File: config.mk
export PLATFORM = sky130hd
export DESIGN_NAME = fir_mac_controller
export DESIGN_NICKNAME = d
export VERILOG_FILES = /design/src/rtl/fir_mac_controller.sv
export SDC_FILE = /design/constraint.sdc
export NUM_CORES = 2
export LEC_CHECK = 0
export ABC_AREA = 1
export CORE_MARGIN = 4
export CORE_UTILIZATION = 40
export DETAILED_ROUTE_END_ITERATION = 6
export SLEW_MARGIN = 20
export SYNTH_ARGS = -nofsm -noshare
export SYNTH_HDL_FRONTEND = slang
export SYNTH_SLANG_ARGS = --single-unit
File: constraint.sdc
create_clock -name clock -period 20.4 [get_ports clock]
set_clock_uncertainty 0.1 [all_clocks]
set_input_delay 3.06 -clock clock [delete_from_list [all_inputs] [get_ports clock]]
set_output_delay 3.06 -clock clock [all_outputs]
set_load 0.005 [all_outputs]
File: src/rtl/fir_mac_controller.sv
// FIR multiply-accumulate sequencer: stores one sample per request in a circular
// history, walks the external tap counter across all taps, then hands the result downstream.
module fir_mac_controller #(
    parameter int COEFF_SIZE  = 64,
    parameter int DATA_WIDTH  = 16,
    parameter int COEFF_WIDTH = 16,
    localparam int ADDR_WIDTH = $clog2(COEFF_SIZE),
    localparam int ACC_WIDTH  = DATA_WIDTH + COEFF_WIDTH + ADDR_WIDTH
) (
    input  logic                          clock,
    input  logic                          reset,
    input  logic                          in_valid,
    output logic                          in_ready,
    input  logic signed [DATA_WIDTH-1:0]  in_data,
    output logic                          counter_enable,
    output logic                          counter_reset,
    input  logic        [ADDR_WIDTH-1:0]  counter_out,
    input  logic                          counter_tc,
    input  logic signed [COEFF_WIDTH-1:0] coeff_data,
    output logic                          out_valid,
    input  logic                          out_ready,
    output logic signed [ACC_WIDTH-1:0]   out_data
);

    localparam int PROD_WIDTH = DATA_WIDTH + COEFF_WIDTH;

    typedef enum logic [1:0] {
        IDLE,
        MAC,
        OUTPUT
    } state_t;

    state_t state, state_next;

    logic        [ADDR_WIDTH-1:0] wr_ptr;
    logic        [ADDR_WIDTH-1:0] head;
    logic        [ADDR_WIDTH-1:0] tap_idx;
    logic signed [DATA_WIDTH-1:0] hist [COEFF_SIZE];
    logic signed [ACC_WIDTH-1:0]  acc;
    logic signed [PROD_WIDTH-1:0] product;
    logic signed [ACC_WIDTH-1:0]  product_ext;

    // Tap k pairs with the sample k inputs ago; the modular subtraction wraps naturally.
    assign tap_idx     = head - counter_out;
    assign product     = hist[tap_idx] * coeff_data;
    assign product_ext = {{ADDR_WIDTH{product[PROD_WIDTH-1]}}, product};

    always_comb begin
        state_next     = state;
        in_ready       = 1'b0;
        counter_reset  = 1'b1;
        counter_enable = 1'b0;
        case (state)
            IDLE: begin
                in_ready = 1'b1;
                if (in_valid) begin
                    state_next = MAC;
                end
            end
            MAC: begin
                counter_reset  = 1'b0;
                counter_enable = !counter_tc;
                if (counter_tc) begin
                    state_next = OUTPUT;
                end
            end
            OUTPUT: begin
                if (out_ready) begin
                    state_next = IDLE;
                end
            end
            default: state_next = IDLE;
        endcase
    end

    always_ff @(posedge clock) begin
        if (reset) begin
            state <= IDLE;
        end else begin
            state <= state_next;
        end
    end

    always_ff @(posedge clock) begin
        if (reset) begin
            wr_ptr    <= '0;
            head      <= '0;
            acc       <= '0;
            out_valid <= 1'b0;
            out_data  <= '0;
            for (int i = 0; i < COEFF_SIZE; i++) begin
                hist[i] <= '0;
            end
        end else begin
            case (state)
                IDLE: begin
                    if (in_valid) begin
                        hist[wr_ptr] <= in_data;
                        head         <= wr_ptr;
                        wr_ptr       <= wr_ptr + ADDR_WIDTH'(1);
                        acc          <= '0;
                    end
                end
                MAC: begin
                    // The tc cycle sees the counter already wrapped to 0, so it must not accumulate.
                    if (!counter_tc) begin
                        acc <= acc + product_ext;
                    end else begin
                        out_data  <= acc;
                        out_valid <= 1'b1;
                    end
                end
                OUTPUT: begin
                    if (out_ready) begin
                        out_valid <= 1'b0;
                    end
                end
                default: ;
            endcase
        end
    end

endmodule

# After elaboration in Yosys (flattened, before gate mapping)
# Memory sizes are Yosys's and may differ from the RTL's.
# Index checks and enable logic that the tools add are counted.
# totals
ram_bits,1024
romBits,0
regBits,91
inputBits,43
word_cells,49
output_inout_bits,42
latchBits,0
mem_count,1
# op_classes
order_cmp,0
n_div,0
mux,22
reduce_logical,10
n_bitwise,0
n_mul,1
addsub,3
shifts,0
n_eq_ne,6
# mem_list
memory,words,width,rd,rd_ports_with_merged_regs,wr,line,rtl
hist,64,16,1,0,64,38,logic signed [DATA_WIDTH-1:0] hist [COEFF_SIZE];
# ops
cell,count
$mux 38,2
$pmux 38 s2,1
$add 38x32->38,1
$mul 16x16->32,1
$mux 16,1
$reduce_or 16->1,1
$mux 1,12
$reduce_and 3->1,3
$ne 2x2->1 const B,4
$add 6x1->6 const B,1
$mux 2,3
$mux 6,1
$pmux 2 s3,1
$sub 6x6->6,1
$reduce_and 2->1,2
$reduce_bool 2->1,2
$eq 2x1->1 const B,1
$eq 2x2->1 const B,1
$logic_not 2->1,1
$pmux 1 s2,1
$logic_not 1->1,1

# Longest topological paths before layout
# depth
word_depth,6
ltp_mapped,42
ltp_nobuf,41

# Worst setup path after synthesis
# OpenSTA, ideal clock, no wires.
# synth_path
path_type,input-to-reg
from,in counter_out[0]
to,reg acc[37]
arrival_time_ps,10208
setup_slack_ps,9960
cell_stages,38
required_ps,20168
n_path_buf,4
setup_time_ps,132
cell_sequence,ha_1 > fa_1 > buf_2 > inv_2 > buf_4 > buf_4 > nand3_1 > nand3_1 > nand2_1 > nand2_1 > nand3_1 > nand3_1 > nand2_1 > buf_2 > nand2_1 > fa_1 > inv_1 > fa_1 > [... 2 more ...] > fa_1 > inv_1 > fa_1 > inv_1 > fa_1 > inv_1 > ha_1 > nand2_1 > nor3_1 > inv_1 > nor2_1 > inv_1 > nor3_1 > nand3_1 > nand3_1 > nand3_1 > nand3_1 > a21oi_1
# synth_via
elab_chain_cells,6
# synth_rtl
element,line,rtl
"start, declared",17,"input logic [ADDR_WIDTH-1:0] counter_out,"
$sub 6x6->6,44,assign tap_idx = head - counter_out;
$mem_v2 64x16,n/a,
$mul 16x16->32,45,assign product = hist[tap_idx] * coeff_data;
$add 38x32->38,107,acc <= acc + product_ext;
$mux 38,106,if (!counter_tc) begin
$pmux 38 s2,95,case (state)
"end signal, assigned",107,
"end, declared",39,logic signed [ACC_WIDTH-1:0] acc;
# Every way passes these cells. The select of a mux whose other input is x is not followed.
# A chain may end at the register's enable or synchronous reset.

# Worst setup path after layout
# layout_path
from,in counter_out[0]
to,reg acc[35]
# Same word-level chain as after synthesis.

==> flow_metrics.tcl <==
set metrics [dict create \
    fin_setup_tns_ns 0 \
    synth_warnings 0 \
    grt_pass1_wl_um 287000 \
    clk_latency_ns 0.73 \
    vias_per_cell 5.45 \
    syn_inst 6562 \
    cp_slowest_cell "fa_4" \
    vias 46400 \
    initial_core_util_pct 40.5 \
    synth.area.mux_share_pct 0 \
    slew_headroom_pct 26.3 \
    cts_made_buffers 114 \
    ant_nets 0 \
    clock_path_buffers 3 \
    finalCritPeriodShare_pct 65.5 \
    grt_pass1_vias 45400 \
    core.rowCount 143 \
    dr.pass1.iters 6 \
    dp_cells 8293 \
    cpMostUsedCell "nand2_1" \
    grt_util_met2_pct 36.8 \
    arrival_ns 13.84 \
    grt_max_degree 163 \
    hold_viol 0 \
    max_cap_violations 0 \
    drt_wl_total_um 190000 \
    synth_area_per_cell_um2 9.41 \
    synth_top_family_by_area "simple AND/OR/NAND/NOR gates" \
    busiest_layer "met2" \
    drv_slew 0 \
    grt_usage_pct 23.2 \
    holdBufCountCts 0 \
    period_minus_slack_ns 13.36 \
    critPathMaxFanout 110 \
    startpoint_type "primary input" \
    synthesis.nets 7045 \
    core_um2 153000 \
    die_x_um 401 \
    die_y_um 401 \
    final_cells 8507 \
    layout-drive-gt1-share_pct 4.88 \
    setup_viol 0 \
    fmax_ghz 0.0748 \
    seq_area_frac_synth_pct 52.7 \
    ios 85 \
    cts.clk_slew.worst_paths_ns 0.06 \
    hold_path_class "reg -> reg" \
    gp_congestion 0.965 \
    antenna_found_initial 3 \
    use_met3_pct 4.07 \
    yosys.area_share.xor_xnor_pct 0.152 \
    die_area_um2 161000 \
    cts_sinks 1115 \
    post_drt_wl_per_cell_um 22.3 \
    grt.overflow.total 0 \
    final_area_um2 67500 \
    cts_resized 0 \
    synth_top_area_share_pct 49.8 \
    nets 6862 \
    drc_errors 0 \
    cp.required_ns 20.88 \
    syn_to_final_growth_pct 9.25 \
    synth_compound_area_share_pct 2.76 \
    clk_root_buffer_cell "clkbuf_16" \
    io_buffers 84 \
    cts_tree "built" \
    hpwl_um 123000 \
    placed_area_um2 63800 \
    synthesis.area_um2 61800 \
    yosys.area_share.simple_pct 25.3 \
    met1_usage_pct 31.3 \
    worstMarginPinSlew_ns 1.11 \
    critical_path_class "in -> reg" \
    synthDistinctLibCells 50 \
    status "completed" \
    slowest_delay_ns 0.84 \
    postCtsSetupRepairBufs 0 \
    h-tree-depth 3 \
    crit_path_end_kind "register" \
    synth_area_leaders "edfxtp_1 50%, fa_1 10%, nand2_1 9.1%" \
    yosysTopAreaCell "edfxtp_1" \
    synth_seq_cells 1115 \
    drt_iter0_markers 5120 \
    synth_fa_ha_area_share_pct 12.8 \
    rsz0062_at_grt "no" \
]
worst paths after layout:
check | start | to | slack, ns | depth (start not counted)
setup / recovery | counter_out[0] | acc[35] | 7.04 | 35
hold / removal | out_data[37] | out_data[37] | 0.36 | 2
setup reg to reg | head[0] | acc[35] | 9.44 | 35
hold reg to reg | out_data[37] | out_data[37] | 0.36 | 2
cells in the mapped netlist, drive strengths merged:
cell,instances
nand2,1517
nor2,1253
nor4,12
or2,11
inv,490
clkbuf,235
nor3,21
o211a,2
buf,212
clkinv,2
a21boi,12
nand3b,5
o21bai,7
nand4,6
a31oi,38
o31ai,1
edfxtp,1024
nor3b,1
o221a,4
a21o,5
a32oi,28
ha,117
o21ai,52
a32o,3
dfxtp,91
a21oi,127
xnor2,5
xor2,4
o221ai,1
fa,323
a211oi,1
o211ai,1
nand3,951
registers in the layout, summed over array words and instances (netlist names):
register and count:
out_data 38, out_valid 1, state 2, wr_ptr 6, acc 38, hist 1024
head 6
cells in the final DEF, fill, tap and decap left out, types with 3 or more instances in the layout:
master / Yosys / final
a21oi_1: 127 / 127
nor2_2: 3 / 3
clkinv_2: 0 / 35
nor3_1: 16 / 16
inv_2: 31 / 16
edfxtp_1: 1024 / 1024
ha_1: 117 / 116
o21ai_0: 49 / 48
nand2_2: 21 / 21
dfxtp_1: 91 / 91
xnor2_1: 4 / 4
a31oi_1: 38 / 38
clkbuf_16: 0 / 116
o21bai_1: 7 / 7
buf_12: 0 / 3
clkbuf_1: 235 / 38
nand3b_1: 5 / 5
a32o_1: 3 / 3
nor2_1: 1250 / 1248
o221a_2: 4 / 4
nand3_1: 950 / 950
a21o_1: 5 / 5
nor4_1: 8 / 6
nand4_1: 5 / 5
buf_4: 22 / 62
nor4_4: 2 / 3
nor4_2: 2 / 3
fa_1: 323 / 322
a32oi_1: 28 / 28
nand2_1: 1496 / 1495
inv_1: 457 / 455
clkdlybuf4s50_1: 0 / 83
xor2_1: 3 / 3
a21boi_0: 12 / 12
or2_2: 10 / 10
nor3_4: 0 / 3
bufinv_16: 0 / 11
clkinv_1: 2 / 22
final cells by class:
cell class	instances	area, µm²
antenna	1	2.50
clock buffer	156	3070
clock inverter	57	606
fill	14500	85100
inverter	492	1890
multi-input combinational	4508	25400
sequential	1115	32600
tap	2030	2540
timing repair buffer	148	1360
stage by stage:
| step | util (%) | hold WS (ns) | setup WS [ns] |
|---|---|---|---|
| after global placement | 41.8 | 0.352 | 6.49 |
| after CTS | 44.2 | 0.365 | 7.18 |
| after detailed placement | 41.8 | 0.357 | 6.41 |
| after floorplan | - | 0.345 | 9.96 |
| final | 44.2 | 0.362 | 7.04 |
| after global routing | 44.2 | 0.387 | 6.53 |
kinds of logic after synthesis:
| logic type | count (synthesis) |
|---|---|
| buffers and inverters | 939 |
| adder cells (fa/ha/maj) | 440 |
| XOR/XNOR | 9 |
| AO/OA/AOI/OAI | 282 |
| AND/OR/NAND/NOR | 3777 |
| flip-flops | 1115 |
worst max-delay path, delay by kind of cell:
kind	cells	cell delay, ns
and+or+nand+nor	12	2.15
buffers and inverters	9	2.99
AOI/OAI and AO/OA	5	1.19
adders and majority gates	9	4.37
per-layer routing:
layer  wire length [µm]  up-vias
met5                 34        -
met4               8950        4
met3              16000      370
met2              87700     1985
met1              77000    22900
li1                   -    21100
Power is left out: the tool's default activity adds up to more than one toggle a clock period on the data nets, which glitch-free logic cannot reach.
